## src/rtl/pe_array_out_pkg.sv

```systemverilog
// Shared types and default sizing for the PE-array output collector.
// Holds the job FSM encoding used by the collector and its bench.
package pe_array_out_pkg;

   typedef enum logic [1:0] {
      ST_IDLE    = 2'd0,
      ST_COLLECT = 2'd1,
      ST_DONE    = 2'd2
   } state_e;

   localparam int unsigned default_num_pe_col       = 16;
   localparam int unsigned default_psum_width       = 32;
   localparam int unsigned default_activation_width = 16;
   localparam int unsigned default_addr_width       = 12;
   localparam int unsigned default_row_cnt_width    = 8;

endpackage

```

## src/rtl/rr_arbiter.sv

```systemverilog
// Round-robin arbiter: one grant per cycle, search starts after the last served requester.
// A grant that is not consumed is held until it is, so the winner cannot change under a stall.
module rr_arbiter #(
   parameter int unsigned num_req = 16,
   parameter int unsigned idx_w   = (num_req > 1) ? $clog2(num_req) : 1
) (
   input  logic               clk,
   input  logic               rst_n,
   input  logic               restart,
   input  logic [num_req-1:0] req,
   input  logic               advance,
   output logic [num_req-1:0] grant,
   output logic [idx_w-1:0]   grant_idx,
   output logic               grant_vld
);

   logic [idx_w-1:0] ptr_q;
   logic [idx_w-1:0] lock_idx_q;
   logic             lock_q;
   logic [idx_w-1:0] search_idx;
   logic             search_vld;
   logic [idx_w-1:0] cand;

   always_comb begin
      search_idx = '0;
      search_vld = 1'b0;
      cand       = '0;
      for (int unsigned i = 0; i < num_req; i++) begin
         cand = idx_w'((32'(ptr_q) + i) % num_req);
         if (!search_vld && req[cand]) begin
            search_vld = 1'b1;
            search_idx = cand;
         end
      end
      if (lock_q) begin
         grant_idx = lock_idx_q;
         grant_vld = req[lock_idx_q];
      end else begin
         grant_idx = search_idx;
         grant_vld = search_vld;
      end
      grant = '0;
      if (grant_vld) grant[grant_idx] = 1'b1;
   end

   // ptr_q is the first requester examined, so a cleared pointer favours column 0
   always_ff @(posedge clk or negedge rst_n) begin
      if (!rst_n) begin
         ptr_q      <= '0;
         lock_q     <= 1'b0;
         lock_idx_q <= '0;
      end else if (restart) begin
         ptr_q      <= '0;
         lock_q     <= 1'b0;
      end else begin
         lock_q     <= grant_vld && !advance;
         lock_idx_q <= grant_idx;
         if (grant_vld && advance)
            ptr_q <= (32'(grant_idx) == num_req - 1) ? '0 : grant_idx + 1'b1;
      end
   end

endmodule

```

## src/rtl/pe_array_data_out_collector.sv

```systemverilog
// Collects per-column PE psums into one-entry holding registers, quantizes them and
// streams them round-robin into the output buffer at base + row*num_pe_col + col.
module pe_array_data_out_collector
   import pe_array_out_pkg::*;
#(
   parameter int unsigned num_pe_col       = default_num_pe_col,
   parameter int unsigned psum_width       = default_psum_width,
   parameter int unsigned activation_width = default_activation_width,
   parameter int unsigned addr_width       = default_addr_width,
   parameter int unsigned row_cnt_width    = default_row_cnt_width
) (
   input  logic                             clk,
   input  logic                             rst_n,
   input  logic                             start,
   input  logic [addr_width-1:0]            base_addr,
   input  logic [row_cnt_width-1:0]         num_rows,
   input  logic [4:0]                       shift,
   input  logic                             relu_en,
   input  logic [num_pe_col-1:0]            pe_out_valid,
   input  logic [num_pe_col*psum_width-1:0] pe_out_data,
   output logic [num_pe_col-1:0]            pe_out_ready,
   output logic                             obuf_wr_en,
   output logic [addr_width-1:0]            obuf_wr_addr,
   output logic [activation_width-1:0]      obuf_wr_data,
   input  logic                             obuf_wr_ready,
   output logic                             busy,
   output logic                             done
);

   localparam int unsigned col_idx_w = (num_pe_col > 1) ? $clog2(num_pe_col) : 1;

   state_e                         state_q;
   logic [addr_width-1:0]          base_q;
   logic [row_cnt_width-1:0]       rows_q;
   logic [4:0]                     shift_q;
   logic                           relu_q;
   logic [num_pe_col-1:0]          hold_vld_q;
   logic signed [psum_width-1:0]   hold_data_q [num_pe_col];
   logic [row_cnt_width-1:0]       cap_cnt_q   [num_pe_col];
   logic [row_cnt_width-1:0]       wr_cnt_q    [num_pe_col];

   logic                           collect;
   logic                           restart;
   logic                           wr_fire;
   logic                           all_written;
   logic [num_pe_col-1:0]          cap;
   logic [num_pe_col-1:0]          grant;
   logic [col_idx_w-1:0]           grant_idx;
   logic                           grant_vld;

   function automatic logic signed [activation_width-1:0] saturate(
      input logic signed [psum_width-1:0] v);
      logic signed [psum_width-1:0] hi;
      logic signed [psum_width-1:0] lo;
      hi = {{(psum_width-activation_width+1){1'b0}}, {(activation_width-1){1'b1}}};
      lo = ~hi;
      if (v > hi)      return {1'b0, {(activation_width-1){1'b1}}};
      else if (v < lo) return {1'b1, {(activation_width-1){1'b0}}};
      else             return v[activation_width-1:0];
   endfunction

   // Arithmetic shift floors toward -inf; ReLU is applied before saturation
   function automatic logic signed [activation_width-1:0] quantize(
      input logic signed [psum_width-1:0] v,
      input logic [4:0]                   sh,
      input logic                         relu);
      logic signed [psum_width-1:0] s;
      s = v >>> sh;
      if (relu && s < 0) s = '0;
      return saturate(s);
   endfunction

   assign collect    = (state_q == ST_COLLECT);
   assign restart    = (state_q == ST_IDLE) && start;
   assign obuf_wr_en = collect && |hold_vld_q;
   assign wr_fire    = obuf_wr_en && obuf_wr_ready;
   assign busy       = collect;
   assign done       = (state_q == ST_DONE);

   rr_arbiter #(
      .num_req (num_pe_col),
      .idx_w   (col_idx_w)
   ) u_arb (
      .clk       (clk),
      .rst_n     (rst_n),
      .restart   (restart),
      .req       (hold_vld_q),
      .advance   (wr_fire),
      .grant     (grant),
      .grant_idx (grant_idx),
      .grant_vld (grant_vld)
   );

   // A full holding register may still accept when its content leaves this same cycle
   always_comb begin
      pe_out_ready = '0;
      for (int c = 0; c < num_pe_col; c++)
         pe_out_ready[c] = collect && (cap_cnt_q[c] < rows_q) &&
                           (!hold_vld_q[c] || (grant[c] && obuf_wr_ready));
      cap = pe_out_valid & pe_out_ready;
   end

   always_comb begin
      all_written = ~|hold_vld_q;
      for (int c = 0; c < num_pe_col; c++)
         if (wr_cnt_q[c] != rows_q) all_written = 1'b0;
   end

   always_comb begin
      obuf_wr_addr = '0;
      obuf_wr_data = '0;
      if (obuf_wr_en && grant_vld) begin
         obuf_wr_addr = base_q + addr_width'(wr_cnt_q[grant_idx]) * addr_width'(num_pe_col)
                        + addr_width'(grant_idx);
         obuf_wr_data = quantize(hold_data_q[grant_idx], shift_q, relu_q);
      end
   end

   always_ff @(posedge clk or negedge rst_n) begin
      if (!rst_n) begin
         state_q    <= ST_IDLE;
         base_q     <= '0;
         rows_q     <= '0;
         shift_q    <= '0;
         relu_q     <= 1'b0;
         hold_vld_q <= '0;
         for (int c = 0; c < num_pe_col; c++) begin
            cap_cnt_q[c] <= '0;
            wr_cnt_q[c]  <= '0;
         end
      end else begin
         case (state_q)
            ST_IDLE: begin
               if (start) begin
                  state_q <= ST_COLLECT;
                  base_q  <= base_addr;
                  rows_q  <= num_rows;
                  shift_q <= shift;
                  relu_q  <= relu_en;
                  for (int c = 0; c < num_pe_col; c++) begin
                     cap_cnt_q[c] <= '0;
                     wr_cnt_q[c]  <= '0;
                  end
               end
            end
            ST_COLLECT: if (all_written) state_q <= ST_DONE;
            default:    state_q <= ST_IDLE;
         endcase
         for (int c = 0; c < num_pe_col; c++) begin
            if (wr_fire && grant[c]) begin
               hold_vld_q[c] <= 1'b0;
               wr_cnt_q[c]   <= wr_cnt_q[c] + 1'b1;
            end
            if (cap[c]) begin
               hold_vld_q[c] <= 1'b1;
               cap_cnt_q[c]  <= cap_cnt_q[c] + 1'b1;
            end
         end
      end
   end

   always_ff @(posedge clk) begin
      for (int c = 0; c < num_pe_col; c++)
         if (cap[c]) hold_data_q[c] <= pe_out_data[c*psum_width +: psum_width];
   end

endmodule
```

## config.mk

```make
export PLATFORM = sky130hd
export DESIGN_NAME = pe_array_data_out_collector
export DESIGN_NICKNAME = d
export VERILOG_FILES = /design/src/rtl/pe_array_out_pkg.sv /design/src/rtl/rr_arbiter.sv /design/src/rtl/pe_array_data_out_collector.sv
export SDC_FILE = /design/constraint.sdc
export NUM_CORES = 2
export LEC_CHECK = 0
export ABC_AREA = 1
export BUFFER_PORTS_ARGS = -buffer_cell sky130_fd_sc_hd__buf_2
export CORE_MARGIN = 8
export CORE_UTILIZATION = 35
export DETAILED_ROUTE_END_ITERATION = 10
export MAX_ROUTING_LAYER = met4
export PLACE_DENSITY = 0.53
export SYNTH_ARGS = -nofsm -noshare
export SYNTH_HDL_FRONTEND = slang
export SYNTH_HIERARCHICAL = 1
export SYNTH_SLANG_ARGS = --single-unit
```

## constraint.sdc

```tcl
create_clock -name clk -period 6.16 [get_ports clk]
set_input_delay 0.308 -clock clk [delete_from_list [all_inputs] [get_ports clk]]
set_output_delay 0.308 -clock clk [all_outputs]
set_load 0.02 [all_outputs]
```

# --- After elaboration in Yosys (flattened, before gate mapping) ---
# Memories as Yosys holds them, arrays and structs flattened.
# Cells that the tools add are included.
# Widths: inputs -> output; s select.
word_totals:
  ram_bits: 512
  out_inout_bits: 47
  reg_bits: 309
  input_bits: 558
  n_memories: 1
classes:
  muxes: 201
  n_reduce_logical: 253
  n_eq_ne: 21
  add_sub_neg: 50
  bitwise: 2
  n_shift: 1
  n_lt_le_gt_ge: 39
mem_list:
  columns: ["memory", "depth", "word_bits", "rd", "rd_ports_with_merged_regs", "write_ports", "line", "text"]
  rows:
  - ["hold_data_q", 16, 32, 1, 0, 16, "pe_array_data_out_collector.sv:38", "logic signed [psum_width-1:0] hold_data_q [num_pe_col];"]
ops:
  columns: ["operator", "n"]
  rows:
  - ["$mux 8", 34]
  - ["$add 8x1->8 const B", 32]
  - ["$mux 128", 2]
  - ["$reduce_bool 2->1", 81]
  - ["$lt 8x8->1", 16]
  - ["$ne 8x8->1", 16]
  - ["$mux 1", 116]
  - ["$lt 4x5->1 const B", 18]
  - ["$logic_and 1x1->1", 87]
  - ["$mux 4", 20]
  - ["$bmux 1 s4", 17]
  - ["$reduce_and 2->1", 34]
  - ["$mux 16", 4]
  - ["$mux 32", 2]
  - ["$logic_not 1->1", 33]
  - ["$add 4x4->4 const B", 8]
  - ["$bmux 8 s4", 1]
  - ["$gt 32x16->1 const B", 1]
  - ["$lt 32x1->1 const B", 1]
  - ["$lt 32x16->1 const B", 1]
  - ["$sshr 32x5->32", 1]
  - ["$add 4x3->4 const B", 4]
  - ["$and 16x16->16", 1]
  - ["$logic_or 1x1->1", 16]
  - ["18 further kinds", 21]

# --- Logic depth before layout (Yosys ltp) ---
logic_depth:
  word_depth: 60
  ltp_mapped: 50
  depth_no_buf: 42

# --- By module ---
# Netlist, hierarchy kept.
by_module_without_submodules:
  columns: ["mod", "area_each_um2", "seq_area_each_um2", "instances", "cells_per_inst"]
  rows:
  - ["pe_array_data_out_collector", 42233.0, 22881.9, 1, 4562]
  - ["rr_arbiter", 2561.2, 225.2, 1, 479]

# --- Least setup slack after synthesis ---
# OpenSTA, ideal clock, no wires.
synth_timing:
  path_kind: "flip-flop to output port"
  from: "register u_arb.ptr_q[1]"
  to: "output obuf_wr_addr[11]"
  arrival_ps: 6595
  path_stages_with_launch: 49
  path_buffers: 11
  t_required_ps: 5852
  setup_slack_ps: -743
  cell_sequence: "dfrtp_1 inv_1 buf_2 ha_1 inv_1 buf_2 nand3_1 nand3_1 nand2_1 nand2_2 nand2_4 nor2_8 nand4_4 nor2_4 nand4_4 nor2_4 nand4_4 nor2_4 (+13 left out) a21oi_1 o21ai_0 nand3_1 nand3_1 nand2_1 ha_1 nand2_1 a21oi_1 a211oi_1 a21boi_0 o21ai_0 nand2_1 nand2_1 inv_1 o21ai_0 nand2_1 xor2_1 nor2_1"
synth_via:
  elab_chain_len: 56
  word_cells_on_any_way: 119
  classes_between: "add/sub: 17; mux: 70; bitwise: 1; reduce/logical: 31"
synth_lines:
  columns: ["element", "line", "text"]
  rows:
  - ["from (decl)", "rr_arbiter.sv:17", "logic [idx_w-1:0] ptr_q;"]
  - ["from (signal assigned)", "rr_arbiter.sv:59", "ptr_q <= (32'(grant_idx) == num_req - 1) ? '0 : grant_idx + 1'b1;"]
  - ["parallel branches: the longest is 47 deep, another holds $add 4x1->4", null, null]
  - ["$mux 4 *", "rr_arbiter.sv:30", "if (!search_vld && req[cand]) begin"]
  - ["$mux 4 *", "rr_arbiter.sv:35", "if (lock_q) begin"]
  - ["named net grant_idx[0]", "pe_array_data_out_collector.sv:48", "logic [col_idx_w-1:0] grant_idx;"]
  - ["$not 4->5 (implied by the code)", "pe_array_data_out_collector.sv:113", "obuf_wr_addr = base_q + addr_width'(wr_cnt_q[grant_idx]) * addr_width'(num_pe_col)"]
  - ["$bmux 8 s4", "pe_array_data_out_collector.sv:113", null]
  - ["$mux 8 (implied by the code) (2 in a row)", "pe_array_data_out_collector.sv:113", null]
  - ["$add 12x12->12", "pe_array_data_out_collector.sv:113", null]
  - ["$add 12x4->12 *", "pe_array_data_out_collector.sv:114", "+ addr_width'(grant_idx);"]
  - ["$mux 12 *", "pe_array_data_out_collector.sv:112", "if (obuf_wr_en && grant_vld) begin"]
  - ["to (decl)", "pe_array_data_out_collector.sv:23", "output logic [addr_width-1:0] obuf_wr_addr,"]
# Mark *: on every way through the listed nets, which the timed path passes. The select of a mux whose other input is x is not followed.

# --- Final worst setup path ---
layout_timing:
  from: "register u_arb.ptr_q[0]"
  to: "output obuf_wr_data[5]"
layout_via:
  elab_chain_len: 59
  word_cells_on_any_way: 123
  classes_between: "add/sub: 15; order compare: 3; shift: 1; mux: 71; reduce/logical: 32; memory: 1"
layout_lines:
  columns: ["element", "line", "text"]
  rows:
  - ["parallel branches: the longest is 47 deep, another holds $add 4x1->4", null, null]
  - ["$mux 4 *", "rr_arbiter.sv:30", null]
  - ["$mux 4 *", "rr_arbiter.sv:35", null]
  - ["named net grant_idx[0]", "pe_array_data_out_collector.sv:48", null]
  - ["$mem_v2 16x32 *", null, null]
  - ["$sshr 32x5->32 *", "pe_array_data_out_collector.sv:68", "s = v >>> sh;"]
  - ["$lt 32x1->1", "pe_array_data_out_collector.sv:69", "if (relu && s < 0) s = '0;"]
  - ["$logic_and 1x1->1", "pe_array_data_out_collector.sv:69", null]
  - ["$mux 32 *", "pe_array_data_out_collector.sv:69", null]
  - ["$mux 32 *", "pe_array_data_out_collector.sv:112", null]
  - ["$lt 32x16->1", "pe_array_data_out_collector.sv:58", "else if (v < lo) return {1'b1, {(activation_width-1){1'b0}}};"]
  - ["$mux 16", "pe_array_data_out_collector.sv:58", null]
  - ["$mux 16 *", "pe_array_data_out_collector.sv:57", "if (v > hi) return {1'b0, {(activation_width-1){1'b1}}};"]
  - ["$mux 16 *", "pe_array_data_out_collector.sv:112", null]
  - ["to (decl)", "pe_array_data_out_collector.sv:24", "output logic [activation_width-1:0] obuf_wr_data,"]
# Marked as above.

==> flow_metrics.py <==
metrics = {
    "sta": {
        "relSlewSlack": 0.108,
        "skew_ps": 95.7,
        "drv_slew": 0,
        "rsz0062_at_grt": "true",
        "timing.fmax_ghz": 0.152,
        "worstMarginPinSlew_ps": 1340,
        "timing.final.ws_setup_ps": -398,
        "finalSetupTns_ps": -6310,
        "hold_violations": 0,
        "finalSetupViolCount": 19,
        "min_period_over_period": 1.06,
        "min_period_ps": 6560,
    },
    "status": {
        "status": "complete, but fails checks",
        "violations": "negative setup slack",
    },
    "critical_path": {
        "required_ps": 5850,
        "worst-path-buf-inv": 11,
        "cp.arrival_ps": 6250,
        "critPathMaxFanout": 12,
        "cp_slowest_stage_delay_ps": 420,
        "cp_top_family": "simple AND/OR/NAND/NOR gates",
        "crit_path_end_kind": "output pin",
        "setup.worst_path.start_class": "flip-flop",
        "critPathSlowestCell": "dfrtp_2",
        "crit_type": "reg -> out",
    },
    "floorplan": {
        "rows": 131,
        "die_x_um": 374,
        "core_um2": 127000,
        "ios": 605,
        "die_h_um": 374,
        "dieArea_um2": 140000,
        "start_util": 0.352,
    },
    "synth": {
        "ys_seq_area_frac": 0.516,
        "syn_nets": 5766,
        "ys_async_sr_fraction": 0.376,
        "ys.flop_type": "edfxtp_1",
        "ys_ff_latch": 821,
        "ys_types": 59,
        "synth_edf_count": 512,
        "netlist_instances": 5041,
        "synth_warnings": 6,
        "syn_area_um2": 44800,
        "syn_area_per_cell_um2": 8.89,
    },
    "layout": {
        "final.fill_count": 11700,
        "layout_commonest_cell": "nand2_1",
        "seqCellArea_um2": 23100,
        "layout.nets": 7263,
        "fin_area_um2": 64300,
        "area_growth_pct": 43.6,
        "multiInputGateArea_um2": 20300,
        "drive_gt1_frac": 0.240,
        "mostFrequentLayoutCells": "nand2_1 (986), buf_2 (585), dlygate4sd3_1 (547)",
    },
    "detailed_routing": {
        "ant_nets": 0,
        "dr_total_vias": 44800,
        "drtIter0Drc": 4562,
        "wire_per_inst_um": 24.5,
        "drcViolationCount": 0,
        "totalWireLength_mm": 204,
        "drt_first_pass_iters": 6,
        "avgViaCountPerCell": 5.39,
    },
    "placed_design": {
        "preCtsSetupSlack_ps": -80.4,
        "place.gp.congestion": 1.02,
        "io_buffers": 604,
        "dp_hpwl_mm": 144,
        "post_dp_cell_area_um2": 52300,
    },
    "global_route": {
        "grt_use_total": 0.284,
        "antenna_found_initial": 29,
        "grt_pass1_wl_mm": 291,
        "grt_pass1_vias": 43800,
        "overflow": 0,
        "grt_max_degree": 164,
    },
    "clock_network": {
        "cts_sinks": 821,
        "cts_buffers": 97,
        "clk_pin_slew_ps": 60,
        "cts_tree": "yes",
        "root_buffer": "clkbuf_16",
        "clock_latency_ps": 740,
        "htree_num_levels": 3,
        "clk_path_buf_depth": 3,
    },
    "hold_path": {
        "hp-class": "in -> reg",
    },
    "run": {
        "cap_violations": 0,
    },
}
==> metrics by stage <==
step                      std cells  utilization  hold WS (ps)
after floorplan                5041            -          12.4
after global placement         7468        0.411           373
after detailed placement       7468        0.411           383
after CTS                      8228        0.490         0.812
after global routing           8310        0.505          47.9
final                          8318        0.505          47.1
==> metal layers <==
metal / share of wire / up-vias / global-route usage
met4: 0.042 / 0 / 0.0973
met3: 0.080 / 456 / 0.0453
met5: 0 / - / -
met1: 0.42 / 21800 / 0.375
met2: 0.46 / 2169 / 0.446
li1: - / 20400 / -
==> repair_timing <==
| action | 4_1_cts | 5_1_grt |
|---|---|---|
| cloned | 13 | 10 |
| setup buffers | 21 | 47 |
| gates resized for setup | 168 | 311 |
| endpoints found under the setup margin | 21 | 25 |
| pin swaps | 46 | 102 |
| hold buffers | 547 | 0 |
| hold endpoints to repair | 629 | 0 |
==> cell type report <==
type                            count  share of cell area
Multi-Input combinational cell   3494               0.315
Antenna cell                       37             0.00144
Tap cell                         1662              0.0323
Sequential cell                   821               0.359
Clock inverter                     49             0.00965
Clock buffer                      131              0.0416
Timing Repair Buffer             1598               0.209
Inverter                          526              0.0318
==> synthesized netlist by cell type, types with 5 or more instances <==
master	instances	area (um^2)
o2111ai_1	8	70.1
clkinv_1	6	22.5
a21oi_1	166	831
xor2_1	130	1140
nand2_2	18	113
o22ai_1	90	563
nand2_1	1040	3900
o21ai_1	49	245
a21boi_0	17	128
buf_1	22	82.6
dfrtp_1	309	7730
buf_4	27	203
ha_1	166	2080
nor3_1	89	445
or2_0	5	31.3
clkbuf_1	65	244
nor2_1	442	1660
o211ai_1	72	541
o21ai_0	405	2030
buf_6	25	282
xnor2_1	25	219
nand3_2	5	50.1
a21o_1	10	75.1
nor4_1	33	206
nand4_1	46	288
o32ai_1	52	455
inv_2	8	30.0
inv_1	510	1910
a21oi_2	11	96.3
buf_8	5	75.1
edfxtp_1	512	15400
a31oi_1	17	106
nand3_1	542	2710
o221ai_1	15	131
buf_2	56	280
==> worst min-delay path, cell delays in order <==
cell	delay (ps)
buf_2	80
nand2_1	90
buf_4	190
o21ai_0	70
==> sequential cells by signal, indices dropped and copies added (netlist names), 2 cells and up <==
signal and cells:
cap_cnt_q 128, hold_data_q 512, hold_vld_q 16, shift_q 5, state_q 2, u_arb/lock_idx_q 4
rows_q 8, wr_cnt_q 128, u_arb/ptr_q 4, base_q 12
==> final timing paths <==
check / from / to / slack, ps / depth (start not counted)
setup / recovery: u_arb/ptr_q[0]$_DFFE_PN0P_ / obuf_wr_data[5] / -400 / 40
hold reg to reg: state_q[1]$_DFFE_PN0P_ / state_q[1]$_DFFE_PN0P_ / 520 / 1
max in group asynchronous: rst_n / cap_cnt_q[87]$_DFFE_PN0P_ / 4470 / 3
min in group asynchronous: rst_n / shift_q[4]$_DFFE_PN0P_ / 210 / 2
hold / removal: pe_out_valid[2] / hold_vld_q[2]$_DFFE_PN0P_ / 50 / 4
setup reg to reg: u_arb/ptr_q[0]$_DFFE_PN0P_ / hold_data_q[7][30]$_DFFE_PP_ / 510 / 32
==> cells by family (layout without fill, tap and decap cells) <==
| group | Yosys count | after routing | share of synthesized area |
|---|---|---|---|
| AND/OR/NAND/NOR | 2242 | 2242 | 0.215 |
| AO/OA/AOI/OAI | 926 | 926 | 0.120 |
| flip-flops | 821 | 821 | 0.516 |
| buffers and inverters | 726 | 2304 | 0.0702 |
| adder cells (fa/ha/maj) | 167 | 167 | 0.0468 |
| XOR/XNOR | 156 | 156 | 0.0307 |
| multiplexers | 3 | 3 | 0.000670 |
| other | 0 | 37 | 0 |
Power is not shown: default switching activity piles up to over one toggle a cycle in this logic, so the estimate is an artifact.
